`config.mk`:
```
export PLATFORM = sky130hd
export DESIGN_NAME = alu_operand_stack_flat
export DESIGN_NICKNAME = d
export VERILOG_FILES = /design/src/rtl/alu_operand_stack_if.sv /design/src/rtl/alu_operand_stack.sv /design/src/flat_wrapper.sv
export SDC_FILE = /design/constraint.sdc
export NUM_CORES = 1
export LEC_CHECK = 0
export ABC_CLOCK_PERIOD_IN_PS = 9300
export BUFFER_PORTS_ARGS = -buffer_cell sky130_fd_sc_hd__buf_2
export CAP_MARGIN = 10
export CORE_UTILIZATION = 67
export CTS_CLUSTER_SIZE = 10
export DETAILED_ROUTE_END_ITERATION = 8
export GPL_ROUTABILITY_DRIVEN = 0
export GPL_TIMING_DRIVEN = 0
export PLACE_DENSITY = 0.87
export RECOVER_POWER = 25
export SLEW_MARGIN = 10
export SYNTH_ARGS = -nofsm -noshare
export SYNTH_HDL_FRONTEND = slang
export SYNTH_SLANG_ARGS = --single-unit
```
`constraint.sdc`:
```
create_clock -name clk -period 9.3 [get_ports clk]
set_input_delay 0.465 -clock clk [delete_from_list [all_inputs] [get_ports clk]]
set_output_delay 0.465 -clock clk [all_outputs]
set_load 0.005 [all_outputs]
```
`src/rtl/alu_operand_stack_if.sv`:
```
// Command/operand bundle between the control unit, the ALU and the operand stack.
// The control side (master) issues commands and returns the ALU result.
// The stack side (slave) presents the operands and the status flags.
interface alu_operand_stack_if #(
  parameter int WIDTH = 16,
  parameter int DEPTH = 16
);
  localparam int CW = $clog2(DEPTH + 1);

  logic [2:0]       cmd;
  logic [WIDTH-1:0] din;
  logic [WIDTH-1:0] alu_r;
  logic [WIDTH-1:0] a;
  logic [WIDTH-1:0] b;
  logic [CW-1:0]    count;
  logic             empty;
  logic             full;
  logic             err;

  modport master (
    output cmd, din, alu_r,
    input  a, b, count, empty, full, err
  );

  modport slave (
    input  cmd, din, alu_r,
    output a, b, count, empty, full, err
  );
endinterface

```
`src/rtl/alu_operand_stack.sv`:
```
// Operand stack for the 16-bit stack-processor ALU.
// Presents NOS/TOS as ALU operands a/b and folds the ALU result back in a
// single pop-two-push-one step. Also executes PUSH/POP/DUP/SWAP/OVER.
// An illegal command leaves the stack untouched and raises err for one cycle.
module alu_operand_stack #(
  parameter int WIDTH = 16,
  parameter int DEPTH = 16
) (
  input  logic                clk,
  input  logic                rst_n,
  alu_operand_stack_if.slave  bus
);
  localparam int CW = $clog2(DEPTH + 1);
  localparam int AW = $clog2(DEPTH);

  typedef enum logic [2:0] {
    CMD_NOP  = 3'd0,
    CMD_PUSH = 3'd1,
    CMD_POP  = 3'd2,
    CMD_ALU  = 3'd3,
    CMD_DUP  = 3'd4,
    CMD_SWAP = 3'd5,
    CMD_OVER = 3'd6,
    CMD_NOP7 = 3'd7
  } cmd_e;

  logic [WIDTH-1:0] mem [DEPTH];
  logic [CW-1:0]    sp;
  logic [CW-1:0]    sp_nxt;
  logic             err_q;
  logic             illegal;

  // Slot addresses relative to the stack pointer. Only used when the
  // corresponding legality check guarantees they are in range.
  logic [AW-1:0]    top_idx;
  logic [AW-1:0]    tos_idx;
  logic [AW-1:0]    nos_idx;
  logic [WIDTH-1:0] tos;
  logic [WIDTH-1:0] nos;
  logic             has1;
  logic             has2;
  logic             room;

  // Up to two array writes per cycle (SWAP needs both).
  logic             we0;
  logic [AW-1:0]    idx0;
  logic [WIDTH-1:0] d0;
  logic             we1;
  logic [AW-1:0]    idx1;
  logic [WIDTH-1:0] d1;

  assign top_idx = AW'(sp);
  assign tos_idx = AW'(sp - CW'(1));
  assign nos_idx = AW'(sp - CW'(2));
  assign tos     = mem[tos_idx];
  assign nos     = mem[nos_idx];
  assign has1    = (sp != '0);
  assign has2    = (sp >= CW'(2));
  assign room    = (sp < CW'(DEPTH));

  // Decode the command: legality check, next stack pointer and array writes.
  always_comb begin
    illegal = 1'b0;
    sp_nxt  = sp;
    we0     = 1'b0;
    idx0    = top_idx;
    d0      = bus.din;
    we1     = 1'b0;
    idx1    = nos_idx;
    d1      = tos;
    case (cmd_e'(bus.cmd))
      CMD_PUSH: begin
        if (room) begin
          we0    = 1'b1;
          d0     = bus.din;
          sp_nxt = sp + CW'(1);
        end else begin
          illegal = 1'b1;
        end
      end
      CMD_POP: begin
        if (has1) sp_nxt = sp - CW'(1);
        else      illegal = 1'b1;
      end
      CMD_ALU: begin
        // Result replaces NOS; TOS slot is abandoned by the pointer decrement.
        if (has2) begin
          we0    = 1'b1;
          idx0   = nos_idx;
          d0     = bus.alu_r;
          sp_nxt = sp - CW'(1);
        end else begin
          illegal = 1'b1;
        end
      end
      CMD_DUP: begin
        if (has1 && room) begin
          we0    = 1'b1;
          d0     = tos;
          sp_nxt = sp + CW'(1);
        end else begin
          illegal = 1'b1;
        end
      end
      CMD_SWAP: begin
        if (has2) begin
          we0  = 1'b1;
          idx0 = tos_idx;
          d0   = nos;
          we1  = 1'b1;
          idx1 = nos_idx;
          d1   = tos;
        end else begin
          illegal = 1'b1;
        end
      end
      CMD_OVER: begin
        if (has2 && room) begin
          we0    = 1'b1;
          d0     = nos;
          sp_nxt = sp + CW'(1);
        end else begin
          illegal = 1'b1;
        end
      end
      default: ;
    endcase
  end

  // Stack storage; cleared on reset so stale data never reaches the ALU.
  always_ff @(posedge clk or negedge rst_n) begin
    if (!rst_n) begin
      for (int i = 0; i < DEPTH; i++) mem[i] <= '0;
    end else begin
      if (we0) mem[idx0] <= d0;
      if (we1) mem[idx1] <= d1;
    end
  end

  // Stack pointer and the one-cycle illegal-command pulse.
  always_ff @(posedge clk or negedge rst_n) begin
    if (!rst_n) begin
      sp    <= '0;
      err_q <= 1'b0;
    end else begin
      sp    <= sp_nxt;
      err_q <= illegal;
    end
  end

  assign bus.b     = has1 ? tos : '0;
  assign bus.a     = has2 ? nos : '0;
  assign bus.count = sp;
  assign bus.empty = (sp == '0);
  assign bus.full  = (sp == CW'(DEPTH));
  assign bus.err   = err_q;
endmodule

```
`src/flat_wrapper.sv`:
```
// flat-port wrapper written by rule: the top's interface ports become plain ports
module alu_operand_stack_flat 
#(
  parameter int WIDTH = 16,
  parameter int DEPTH = 16
)
  (clk, rst_n, bus_cmd, bus_din, bus_alu_r, bus_a, bus_b, bus_count, bus_empty, bus_full, bus_err);
  alu_operand_stack_if #(.WIDTH(WIDTH), .DEPTH(DEPTH)) bus_i ();
  input  logic clk;
  input  logic rst_n;
  input wire logic [$bits(bus_i.cmd)-1:0] bus_cmd;
  input wire logic [$bits(bus_i.din)-1:0] bus_din;
  input wire logic [$bits(bus_i.alu_r)-1:0] bus_alu_r;
  output wire logic [$bits(bus_i.a)-1:0] bus_a;
  output wire logic [$bits(bus_i.b)-1:0] bus_b;
  output wire logic [$bits(bus_i.count)-1:0] bus_count;
  output wire logic [$bits(bus_i.empty)-1:0] bus_empty;
  output wire logic [$bits(bus_i.full)-1:0] bus_full;
  output wire logic [$bits(bus_i.err)-1:0] bus_err;
  assign bus_i.cmd = bus_cmd;
  assign bus_i.din = bus_din;
  assign bus_i.alu_r = bus_alu_r;
  assign bus_a = bus_i.a;
  assign bus_b = bus_i.b;
  assign bus_count = bus_i.count;
  assign bus_empty = bus_i.empty;
  assign bus_full = bus_i.full;
  assign bus_err = bus_i.err;
  alu_operand_stack #(.WIDTH(WIDTH), .DEPTH(DEPTH)) u_core (.clk(clk), .rst_n(rst_n), .bus(bus_i));
endmodule
```
==> qor.csv <==
stage;metric;value;unit
clocking;cts_resized;0;
die;start_util;69.0;%
sta;finalSetupTns;0;ps
layout;nFillCells;1456;
critical_path;cp.required;8840;ps
die;num_io_pins;77;
yosys;synth-main-ff-cell;dfrtp_1;
die;die_area;25100;um^2
sta;hold_viol;0;
sta;rsz0062_at_grt;false;
layout;mostFrequentLayoutCells;nor2_1 (279), dfrtp_1 (262), a221o_1 (256);
clocking;clockBufferDepth;3;
layout;drive_above_1_share;25.4;%
global_route;grt.total_usage;45.9;%
yosys;ys_warn_count;0;
clocking;htree_num_levels;1;
clocking;clock-sinks;262;
critical_path;critPathKind;reg2out;
critical_path;crit_family;buffers and inverters;
clocking;clk_latency;560;ps
routing;drt-pass1-iter-count;9;
routing;drt_iter0_markers;2630;
clocking;cts_buffers;30;
global_route;grt_pass1_vias;14300;
sta;drv_slew;48;
pwr;p_leak;7.87;nW
pwr;power.density;462;nW/um^2
critical_path;end_kind;output pin;
clocking;cts_tree;built;
critical_path;crit_arrival;6890;ps
outcome;run_status;complete, but fails checks;
yosys;synth_edf_count;0;
critical_path;critPathSlowestCell;clkbuf_1;
clocking;cts-root-buf;clkbuf_16;
placement;dp_hpwl;39700;um
sta;period_share;79.1;%
sta;clock_skew;16.1;ps
min_path;hp-class;in2reg;
critical_path;reg2reg_depth;13;
layout;fin_nets;1546;
critical_path;timing.critical_path.buf_inv;8;
critical_path;crit_cells;13;
sta;min_period;7350;ps
layout;multi_input_area;9020;um^2
global_route;grt_max_degree;110;
routing;routed_wirelength;55300;um
layout;ff_latch_area;6560;um^2
critical_path;critPathMaxStageDelay;640;ps
outcome;failed_checks;design-rule violations, max-capacitance violations, max-slew violations;
layout;syn_to_final_growth;10.1;%
yosys;yosysSeqAreaShare;40.0;%
placement;dpl.cell_count;1787;
sta;setup_viol;0;
die;core;23800;um^2
yosys;avgSynthCellArea;11.8;um^2
placement;portBuffers;75;
sta;max_freq;136;MHz
die;die_h;158;um
layout;layoutNonFillerInstCount;1826;
routing;vias_per_cell;8.11;
routing;detail_route.wl_per_cell;30.3;um
sta;relSlewSlack;-87.8;%
die;die_w;158;um
routing;postRouteAntennaNets;0;
yosys;syn_nets;1436;
global_route;grt_pass1_wl;84900;um
sta;worst_slew_pin_slew;2820;ps
routing;drc_errors;1;
yosys;syn_inst;1391;
yosys;synth-seq-cells;262;
global_route;antenna_found_initial;3;
run;drv_cap;1;
critical_path;crit_path_start_kind;flip-flop;
min_path;min_delay_path_depth;3;
critical_path;worstPathCellList;clkbuf_1 > buf_2 > buf_1 > inv_1 > ha_1 > clkbuf_1 > clkbuf_1 > mux4_2 > mux2_2 > o21ai_1 > clkbuf_1 > nor2_1 > buf_2;
critical_path;cpMostUsedCell;clkbuf_1;
die;rows;56;
global_route;overflow;0;
pwr;vdd_drop_max;0.275;mV
layout;layout_commonest_cell;nor2_1;
clocking;cts.clk_slew.worst_paths;60;ps
yosys;syn-cell-area;16400;um^2
critical_path;crit_fanout;10;
yosys;async_reset_ff_share;100;%
routing;vias;14800;
yosys;ys_types;62;
## sequential cells by signal (all words and copies together) (netlist names)
name and flops:
u_core.bus.count 5, u_core.mem 256, u_core.bus.err 1
## final timing paths
kind / from / end / slack [ps]
worst max-delay path: u_core.bus.count[1] / bus_b[5] / 1950
worst min-delay path: bus_cmd[2] / u_core.bus.err / 260
worst max register to register: u_core.bus.count[1] / u_core.mem[133] / 2800
worst min register to register: u_core.mem[102] / u_core.mem[102] / 530
max in group asynchronous: rst_n / u_core.mem[217] / 5870
min in group asynchronous: rst_n / u_core.bus.err / 1340
## logic make-up (layout without fill, tap and decap cells)
logic type / Yosys count / count (layout) / synth area share [%]
AO/OA/AOI/OAI: 375 / 375 / 21.3
XOR/XNOR: 12 / 12 / 0.642
adder cells (fa/ha/maj): 8 / 8 / 0.611
buffers and inverters: 161 / 275 / 4.93
flip-flops: 262 / 262 / 40.0
multiplexers: 177 / 177 / 21.9
other: 0 / 2 / 0
AND/OR/NAND/NOR: 396 / 396 / 10.5
## metrics by stage
stage	area (um^2)	util, %	hold WS [ps]	setup WS [ps]	total power [W]
detailed placement	17200	72.5	391	3000	0.00695
global route	18000	75.9	296	1860	0.00858
global placement	17200	72.2	507	3050	0.00674
CTS	18000	75.9	258	2350	0.00804
floorplan	16400	-	169	5060	0.00534
finish	18000	75.9	260	1950	0.00833
## layer usage
metal | share of wire [%] | up-vias | track usage [%]
li1 | - | 5769 | -
met1 | 34 | 7245 | 61.2
met2 | 45 | 1521 | 68.0
met3 | 16 | 278 | 16.2
met4 | 5.1 | 2 | 20.7
met5 | 0.016 | - | 0
## cells in the mapped netlist (all sizes together), types with 2 or more instances
cell,count,area [um^2]
nand2b,6,45.0
a22o,15,131
xnor2,11,96.3
mux2i,17,170
a211o,16,143
nand2,32,120
o21ai,39,195
o2bb2ai,2,17.5
nand4,6,37.5
a31oi,3,25.0
dfrtp,262,6560
clkbuf,70,267
inv,5,18.8
ha,8,100
a221o,256,2560
nor3,2,10.0
mux4,144,3240
buf,85,518
a21oi,8,40.0
nor2b,20,125
mux2,16,180
nor2,280,1050
a211oi,3,45.0
a311oi,3,32.5
and3,18,113
nor3b,2,15.0
a21boi,18,176
nor4,3,55.1
nand3,21,105
## report_power, final
part | internal (W) | total, W | switching (W)
logic | 0.00217 | 0.00521 | 0.00304
clock network | 0.000592 | 0.00105 | 0.000460
registers | 0.00162 | 0.00207 | 0.000446
total | 0.00439 | 0.00833 | 0.00395
## timing repair
item	CTS	global route
endpoints found under the hold margin	47	0
buffers inserted	0	0
hold buffers	1	0
## cell type report
cell class,instances,share of cell area [%]
clock inverter,1,0.0278
antenna,2,0.0278
sequential,262,36.4
multi-input combinational,968,50.0
inverter,6,0.125
buffer,155,4.35
clock buffer,35,4.44
timing repair buffer,78,2.44
tap,319,2.21
## worst min-delay path, delay by kind of cell
kind	cells	cell delay, ps
AOI/OAI and AO/OA	1	90
buffers and inverters	1	120
and+or+nand+nor	1	100
Note: power is estimated with default switching activity, not from simulation.
